**src/rtl/bcd_to_bin_if.sv**
```systemverilog
// Handshake/data bundle for the bcd_to_bin converter.
// master = requester (drives start/bcd_in), slave = converter.
interface bcd_to_bin_if #(
  parameter int DIGITS = 4,
  parameter int BIN_W  = 14
);
  logic                  start;
  logic [4*DIGITS-1:0]   bcd_in;
  logic [BIN_W-1:0]      bin_out;
  logic                  busy;
  logic                  done;
  logic                  err;

  modport master (
    output start, bcd_in,
    input  bin_out, busy, done, err
  );

  modport slave (
    input  start, bcd_in,
    output bin_out, busy, done, err
  );
endinterface

```
**src/rtl/bcd_to_bin.sv**
```systemverilog
// bcd_to_bin: sequential packed-BCD to unsigned-binary converter using
// reverse double-dabble (shift right, then digits >= 8 are reduced by 3).
// One conversion in flight; start/busy/done handshake through bcd_to_bin_if.
// Optional feature macro: BCD_TO_BIN_ERR_CHECK_EN
//   defined   -> digits > 9 are rejected at start with err=1, bin_out=0
//   undefined -> no validity check, err tied low, every start shifts
module bcd_to_bin #(
  parameter int DIGITS = 4,
  parameter int BIN_W  = 14
) (
  input  logic         clk,
  input  logic         rst,
  bcd_to_bin_if.slave  bus
);

  localparam int BCD_W = 4 * DIGITS;
  localparam int CTR_W = (BIN_W > 1) ? $clog2(BIN_W) : 1;
  localparam logic [CTR_W-1:0] CTR_LAST = CTR_W'(BIN_W - 1);

  function automatic longint unsigned pow10(input int n);
    longint unsigned p;
    p = 1;
    for (int i = 0; i < n; i++) p = p * 10;
    return p;
  endfunction

  localparam longint unsigned MAX_DEC = pow10(DIGITS) - 1;

  // The result register must be able to hold the largest decimal value.
  generate
    if (BIN_W < 64 && ((64'd1 << BIN_W) <= MAX_DEC)) begin : g_width_check
      $error("bcd_to_bin: BIN_W too small for DIGITS");
    end
  endgenerate

  typedef enum logic [1:0] {
    ST_IDLE  = 2'd0,
    ST_SHIFT = 2'd1,
    ST_DONE  = 2'd2
  } state_t;

  state_t            state_reg, state_next;
  logic [BCD_W-1:0]  bcd_reg;
  logic [BIN_W-1:0]  bin_reg;
  logic [CTR_W-1:0]  ctr_reg;
  logic [BIN_W-1:0]  bin_out_reg;

  logic              load;
  logic              shift_en;
  logic              finish;
  logic              busy_c;
  logic              done_c;
  logic              input_ok;

  // One right shift of {bcd_reg, bin_reg}: a zero enters at the top and the
  // ones-digit LSB drops into the binary MSB.
  logic [BCD_W-1:0]  bcd_sh;
  logic [BIN_W-1:0]  bin_sh;
  logic [BCD_W-1:0]  bcd_fix;

  assign {bcd_sh, bin_sh} = {1'b0, bcd_reg, bin_reg[BIN_W-1:1]};

  // Per-digit correction after the shift; a digit >= 8 can only come from a
  // borrowed 10 (worth 8 after halving) so subtracting 3 never underflows.
  generate
    for (genvar gi = 0; gi < DIGITS; gi++) begin : g_digit_fix
      assign bcd_fix[4*gi +: 4] = (bcd_sh[4*gi +: 4] >= 4'd8)
                                  ? (bcd_sh[4*gi +: 4] - 4'd3)
                                  : bcd_sh[4*gi +: 4];
    end
  endgenerate

`ifdef BCD_TO_BIN_ERR_CHECK_EN
  logic [DIGITS-1:0] digit_bad;
  logic              err_reg;

  // Flag every incoming digit outside 0..9.
  generate
    for (genvar gi = 0; gi < DIGITS; gi++) begin : g_digit_chk
      assign digit_bad[gi] = (bus.bcd_in[4*gi +: 4] > 4'd9);
    end
  endgenerate

  assign input_ok = ~|digit_bad;

  // Error flag: set on a rejected start, cleared when a valid conversion ends.
  always_ff @(posedge clk) begin
    if (rst) begin
      err_reg <= 1'b0;
    end else if (load && !input_ok) begin
      err_reg <= 1'b1;
    end else if (finish) begin
      err_reg <= 1'b0;
    end
  end

  assign bus.err = err_reg;
`else
  assign input_ok = 1'b1;
  assign bus.err  = 1'b0;
`endif

  // State register.
  always_ff @(posedge clk) begin
    if (rst) begin
      state_reg <= ST_IDLE;
    end else begin
      state_reg <= state_next;
    end
  end

  // Next-state and handshake decode; DONE accepts a new start like IDLE.
  always_comb begin
    state_next = state_reg;
    load       = 1'b0;
    shift_en   = 1'b0;
    finish     = 1'b0;
    busy_c     = 1'b0;
    done_c     = 1'b0;
    case (state_reg)
      ST_IDLE: begin
        if (bus.start) begin
          load       = 1'b1;
          state_next = input_ok ? ST_SHIFT : ST_DONE;
        end
      end
      ST_SHIFT: begin
        busy_c   = 1'b1;
        shift_en = 1'b1;
        if (ctr_reg == CTR_LAST) begin
          finish     = 1'b1;
          state_next = ST_DONE;
        end
      end
      ST_DONE: begin
        done_c = 1'b1;
        if (bus.start) begin
          load       = 1'b1;
          state_next = input_ok ? ST_SHIFT : ST_DONE;
        end else begin
          state_next = ST_IDLE;
        end
      end
      default: state_next = ST_IDLE;
    endcase
  end

  // Working register, shift counter and held result.
  always_ff @(posedge clk) begin
    if (rst) begin
      bcd_reg     <= '0;
      bin_reg     <= '0;
      ctr_reg     <= '0;
      bin_out_reg <= '0;
    end else if (load) begin
      bcd_reg <= bus.bcd_in;
      bin_reg <= '0;
      ctr_reg <= '0;
      if (!input_ok) begin
        bin_out_reg <= '0;
      end
    end else if (shift_en) begin
      bcd_reg <= bcd_fix;
      bin_reg <= bin_sh;
      ctr_reg <= ctr_reg + 1'b1;
      if (finish) begin
        bin_out_reg <= bin_sh;
      end
    end
  end

  assign bus.bin_out = bin_out_reg;
  assign bus.busy    = busy_c;
  assign bus.done    = done_c;

endmodule

```
**src/flat_wrapper.sv**
```systemverilog
// flat-port wrapper written by rule: the top's interface ports become plain ports
module bcd_to_bin_flat 
#(
  parameter int DIGITS = 4,
  parameter int BIN_W  = 14
)
  (clk, rst, bus_start, bus_bcd_in, bus_bin_out, bus_busy, bus_done, bus_err);
  bcd_to_bin_if #(.DIGITS(DIGITS), .BIN_W(BIN_W)) bus_i ();
  input  logic clk;
  input  logic rst;
  input wire logic [$bits(bus_i.start)-1:0] bus_start;
  input wire logic [$bits(bus_i.bcd_in)-1:0] bus_bcd_in;
  output wire logic [$bits(bus_i.bin_out)-1:0] bus_bin_out;
  output wire logic [$bits(bus_i.busy)-1:0] bus_busy;
  output wire logic [$bits(bus_i.done)-1:0] bus_done;
  output wire logic [$bits(bus_i.err)-1:0] bus_err;
  assign bus_i.start = bus_start;
  assign bus_i.bcd_in = bus_bcd_in;
  assign bus_bin_out = bus_i.bin_out;
  assign bus_busy = bus_i.busy;
  assign bus_done = bus_i.done;
  assign bus_err = bus_i.err;
  bcd_to_bin #(.DIGITS(DIGITS), .BIN_W(BIN_W)) u_core (.clk(clk), .rst(rst), .bus(bus_i));
endmodule
```
**config.mk**
```make
export PLATFORM = sky130hd
export DESIGN_NAME = bcd_to_bin_flat
export DESIGN_NICKNAME = d
export VERILOG_FILES = /design/src/rtl/bcd_to_bin_if.sv /design/src/rtl/bcd_to_bin.sv /design/src/flat_wrapper.sv
export SDC_FILE = /design/constraint.sdc
export NUM_CORES = 1
export LEC_CHECK = 0
export CORE_UTILIZATION = 52
export DETAILED_ROUTE_END_ITERATION = 12
export HOLD_SLACK_MARGIN = 0.06
export PLACE_DENSITY = 0.84
export RECOVER_POWER = 100
export SKIP_CTS_REPAIR_TIMING = 1
export SYNTH_ARGS = -nofsm -noshare
export SYNTH_HDL_FRONTEND = slang
export SYNTH_SLANG_ARGS = --single-unit
```
**constraint.sdc**
```tcl
create_clock -name clk -period 1.8 [get_ports clk]
set_clock_uncertainty 0.05 [all_clocks]
set_input_delay 0.27 -clock clk [delete_from_list [all_inputs] [get_ports clk]]
set_output_delay 0.27 -clock clk [all_outputs]
set_load 0.05 [all_outputs]
```
==> results.ini, run 1 <==
[timing]
maxSlewViolCount = 0
fmax_mhz = 592
worstMarginPinSlew_ns = 0.614
tns_ns = 0
final-setup-viol-count = 0
fin_crit_ns = 1.69
worst_slack_ns = 0.110
finalCritPeriodShare = 0.939
hold_viol_final = 0
relSlewSlack = 0.593
rsz0062_at_grt = no

[global_route]
grt_antenna_before_repair = 0
gr-total-overflow = 0
grt_max_degree = 34
grt_pass1_wl_um = 6810
grt_usage = 0.206
grt_pass1_vias = 1533

[logic_synthesis]
ys_top_cells_by_area = dfxtp_1, a21oi_1, a22o_1, nand2_1, ha_1
ys_ff_latch = 49
synth-seq-area-share = 0.453
ys.warnings.count = 0
netlist_area_sq_um = 2170
yosysTopAreaCellShare = 0.453
yosysTopAreaCell = dfxtp_1
synthFlopType = dfxtp_1
async_reset_ff_frac = 0
synthTopCellsByCount = dfxtp_1, a21oi_1, nand2_1, nand3_1, a22o_1
synth.avg_cell_area_sq_um = 9.30
synth.most_common_cell = dfxtp_1
yosysUniqueCellTypes = 32
synth_enable_flop_cells = 0
syn_inst = 233
syn_nets = 260

[clock_tree]
h-tree-depth = 2
numCtsBuffers = 5
clk_pin_slew_ns = 0.09
clock_path_buffers = 2
clk_latency_ns = 0.30
cts_tree = built
clkSinkCount = 49
cts_root_buffer = clkbuf_8

[worst_setup_path]
cpLargestDelayFamily = buffers and inverters
crit_required_ns = 1.48
worstPathArrival_ns = 1.37
path_class = reg2out
crit_slowest_cell = dfxtp_1
worstSetupStartpointType = flip-flop
crit_start = u_core.state_reg[1]$_SDFFE_PP0P_
crit_chain = nand2b_4 > inv_4 > buf_6
crit_fanout = 33
critPathBufInv = 2
end_kind = output pin
slowest_delay_ns = 0.32
r2r-start = u_core.ctr_reg[1]$_SDFFE_PP0P_

[floorplanning]
start_util = 0.542
dieWidth_um = 66.6
io-pin-count = 36
coreArea_sq_um = 4000
rows = 23
dieArea_sq_um = 4430
fp.dieH_um = 66.6

[detailed_routing]
vias_per_cell = 5.48
drc_errors = 0
wl_per_cell_um = 13.8
drtIter0Drc = 144
vias = 1742
routed_wl_um = 4370
ant_nets = 0
firstDrtPassIters = 4

[power_and_ir_drop]
cellLeakagePower_uw = 0.000955
powerDensity_nw_per_um2 = 865
p_total_uw = 2190
vdd_drop_max_v = 0.000423

[place]
dp_hpwl_um = 2940
portBuffers = 34
dpl_worst_slack_ns = 0.0835
gp_congestion = 0.819

[flow_run]
max_cap_viol_count = 0

[min_path]
worstHoldStart = u_core.bin_reg[1]$_SDFFE_PP0P_
min_path_type = reg2reg

[final_layout]
largest_reg_flops = 16
area_growth_pct = 17.0
layout-drive-gt1-share = 0.0970
nets = 294
antenna_cells = 0

[outcome]
status = complete, no violations

metal layers:
layer  vias up  part of all wire  GRT usage
li1        872                 -          -
met4         0             0.014     0.0691
met5         -                 0          0
met1       826              0.45      0.266
met2        38              0.49      0.340
met3         6             0.046     0.0428
area by class of cell:
type                       count  area [sq um]
clock buffer                   6          72.6
clock inverter                 2          38.8
fill                         359          1460
inverter                       8          32.5
multi-input combinational    158          1030
sequential                    49           981
tap                           50          62.6
timing repair buffer          45           320
worst register-to-register path, cell delays in order, from the launching register on:
cell and delay, ns:
dfxtp_1 0.40, inv_1 0.08, ha_1 0.19, and3_1 0.23
a21oi_4 0.36, a22o_1 0.19
path summary, 6_finish.rpt:
path | endpoint | slack, ns | cells after the start
setup reg to reg | u_core.bus.bin_out[2]$_SDFFE_PP0P_ | 0.26 | 5
hold / removal | u_core.bin_reg[1]$_SDFFE_PP0P_ | 0.41 | 2
hold reg to reg | u_core.bin_reg[1]$_SDFFE_PP0P_ | 0.41 | 2
setup / recovery | bus_busy | 0.11 | 3
cell families after synthesis:
kind of cell / synth area share
adder cells (fa/ha/maj): 0.0462
other: 0.00173
AND/OR/NAND/NOR: 0.148
buffers and inverters: 0.0676
multiplexers: 0.0450
flip-flops: 0.453
XOR/XNOR: 0.0323
AO/OA/AOI/OAI: 0.206
where the power goes:
group          internal, uW  switching (uW)
combinational           125             142
sequential             1120            39.6
clock                   417             356
total                  1660             537
cells in the final DEF (no fill, tap or decap), types with 3 or more instances in the layout:
cell | Yosys | final
clkbuf_1 | 2 | 18
mux2_2 | 6 | 6
nor2_1 | 5 | 5
a22oi_1 | 9 | 9
nand2b_1 | 3 | 3
buf_4 | 3 | 8
a32oi_1 | 3 | 3
a22o_1 | 13 | 13
a21oi_1 | 29 | 29
inv_1 | 7 | 7
xnor2_1 | 4 | 4
clkbuf_8 | 0 | 5
ha_1 | 8 | 8
nor2b_1 | 6 | 6
mux2i_1 | 3 | 3
o21ai_0 | 5 | 5
nand3_1 | 19 | 19
dfxtp_1 | 49 | 49
a21o_1 | 3 | 3
o21a_1 | 3 | 3
xor2_1 | 4 | 4
nand2_1 | 27 | 27
clkdlybuf4s50_1 | 0 | 17
through the flow:
step | area, sq um | hold slack [ns] | utilization | cells
6_report | 2540 | 0.414 | 0.634 | 318
5_1_grt | 2540 | 0.431 | 0.634 | 318
4_1_cts | 2640 | 0.414 | 0.660 | 318
3_5_place_dp | 2530 | 0.400 | 0.632 | 310
3_3_place_gp | 2530 | 0.397 | 0.632 | 310
2_1_floorplan | 2170 | 0.356 | - | 233
Power figures use the tool's default switching activity.
==> run 2, diff against run 1 <==
- MAX_ROUTING_LAYER: not set -> met4
==> results.ini, run 2 (synthesis results as in run 1) <==
[floorplanning]
coreArea_sq_um = 4000  ; unchanged
start_util = 0.542  ; unchanged
rows = 23  ; unchanged
dieArea_sq_um = 4430  ; unchanged
io-pin-count = 36  ; unchanged
dieWidth_um = 66.6  ; unchanged
fp.dieH_um = 66.6  ; unchanged

[flow_run]
max_cap_viol_count = 0  ; unchanged

[place]
dpl_worst_slack_ns = 0.0835  ; unchanged
portBuffers = 34  ; unchanged
gp_congestion = 0.832  ; +1.5%
dp.cells = 310  ; unchanged
dp_hpwl_um = 2940  ; unchanged
post_dp_cell_area_sq_um = 2530  ; unchanged

[power_and_ir_drop]
powerDensity_nw_per_um2 = 864  ; -0.12%
cellLeakagePower_uw = 0.000955  ; unchanged
vdd_drop_max_v = 0.000422  ; -0.17%

[outcome]
status = complete, no violations

[timing]
relSlewSlack = 0.592  ; -0.000912
worstMarginPinSlew_ns = 0.615  ; +0.00137 ns
fin_crit_ns = 1.69  ; -0.00135 ns
rsz0062_at_grt = no
final-setup-viol-count = 0  ; unchanged
finalCritPeriodShare = 0.938  ; about the same
fmax_mhz = 592  ; about the same
hold_viol_final = 0  ; unchanged
worst_slack_ns = 0.112  ; +0.00135 ns
maxSlewViolCount = 0  ; unchanged

[worst_setup_path]
crit_fanout = 33  ; unchanged
end_kind = output pin
crit_required_ns = 1.48  ; about the same
worstPathArrival_ns = 1.37  ; about the same
worstSetupStartpointType = flip-flop
path_class = reg2out

[clock_tree]
cts_tree = built
clkSinkCount = 49  ; unchanged
clock_path_buffers = 2  ; unchanged
clk_pin_slew_ns = 0.09  ; about the same
h-tree-depth = 2  ; unchanged
cts_root_buffer = clkbuf_8
numCtsBuffers = 5  ; unchanged
clk_latency_ns = 0.30  ; about the same

[min_path]
min_path_type = reg2reg

[final_layout]
antenna_cells = 0  ; unchanged
area_growth_pct = 17.0  ; unchanged
n_fill_cell = 359  ; unchanged
instances_no_fill = 318  ; unchanged
largest_reg_flops = 16  ; unchanged
final_common_cell = dfxtp_1
stdcell_area_sq_um = 2540  ; unchanged
mostFrequentLayoutCells = dfxtp_1, a21oi_1, nand2_1, nand3_1, clkbuf_1
layout-drive-gt1-share = 0.0970  ; unchanged
nets = 294  ; unchanged

[detailed_routing]
wl_per_cell_um = 13.8  ; about the same
drc_errors = 0  ; unchanged
vias = 1740  ; -0.11%
routed_wl_um = 4380  ; about the same
ant_nets = 0  ; unchanged
vias_per_cell = 5.47  ; -0.11%
firstDrtPassIters = 4  ; unchanged
drtIter0Drc = 143  ; -0.69%

[global_route]
grt_max_degree = 34  ; unchanged
met3_usage = 0.0428  ; unchanged
grt_antenna_before_repair = 0  ; unchanged
grt_pass1_vias = 1530  ; -0.20%
gr-total-overflow = 0  ; unchanged
grt_usage = 0.212  ; +0.00588
grtUsageMet2 = 0.340  ; unchanged
met1_usage = 0.267  ; +0.00106
top_usage_layer = met2
grt_pass1_wl_um = 6820  ; +0.21%

run 2: cell type report:
type | count | area [sq um] | share of cell area
clock buffer | 6 | 72.6 | 0.0286
clock inverter | 2 | 38.8 | 0.0153
inverter | 8 | 32.5 | 0.0128
multi-input combinational | 158 | 1030 | 0.406
sequential | 49 | 981 | 0.387
tap | 50 | 62.6 | 0.0247
timing repair buffer | 45 | 320 | 0.126
run 2: final timing paths:
path	startpoint	cells after the start	endpoint	slack [ns]
setup / recovery	u_core.state_reg[1]$_SDFFE_PP0P_	3	bus_busy	0.11
setup reg to reg	u_core.ctr_reg[1]$_SDFFE_PP0P_	5	u_core.bus.bin_out[8]$_SDFFE_PP0P_	0.26
hold / removal	u_core.bin_reg[1]$_SDFFE_PP0P_	2	u_core.bin_reg[1]$_SDFFE_PP0P_	0.42
hold reg to reg	u_core.bin_reg[1]$_SDFFE_PP0P_	2	u_core.bin_reg[1]$_SDFFE_PP0P_	0.42
run 2: routing by layer:
metal	routed length (um)	share of wire
met1	1990	0.46
met2	2130	0.49
met3	197	0.045
met4	61	0.014
met5	0	0
run 2: power by group:
group	switching [uW]	total (uW)	internal, uW
combinational	142	266	125
clock	354	771	417
sequential	39.4	1160	1120
run 2: worst max-delay path, cell delays in order, from the launching register on:
cell	delay [ns]
dfxtp_1	0.32
nand2b_4	0.22
inv_4	0.31
buf_6	0.22
run 2: stage by stage:
step           hold WS (ns)  utilization  setup TNS (ns)  total power, uW
4_1_cts               0.414        0.660        -0.00192             2220
2_1_floorplan         0.356            -               0             1360
3_5_place_dp          0.400        0.632               0             1450
3_3_place_gp          0.397        0.632               0             1450
6_report              0.415        0.634               0             2190
5_1_grt               0.431        0.634               0             2270
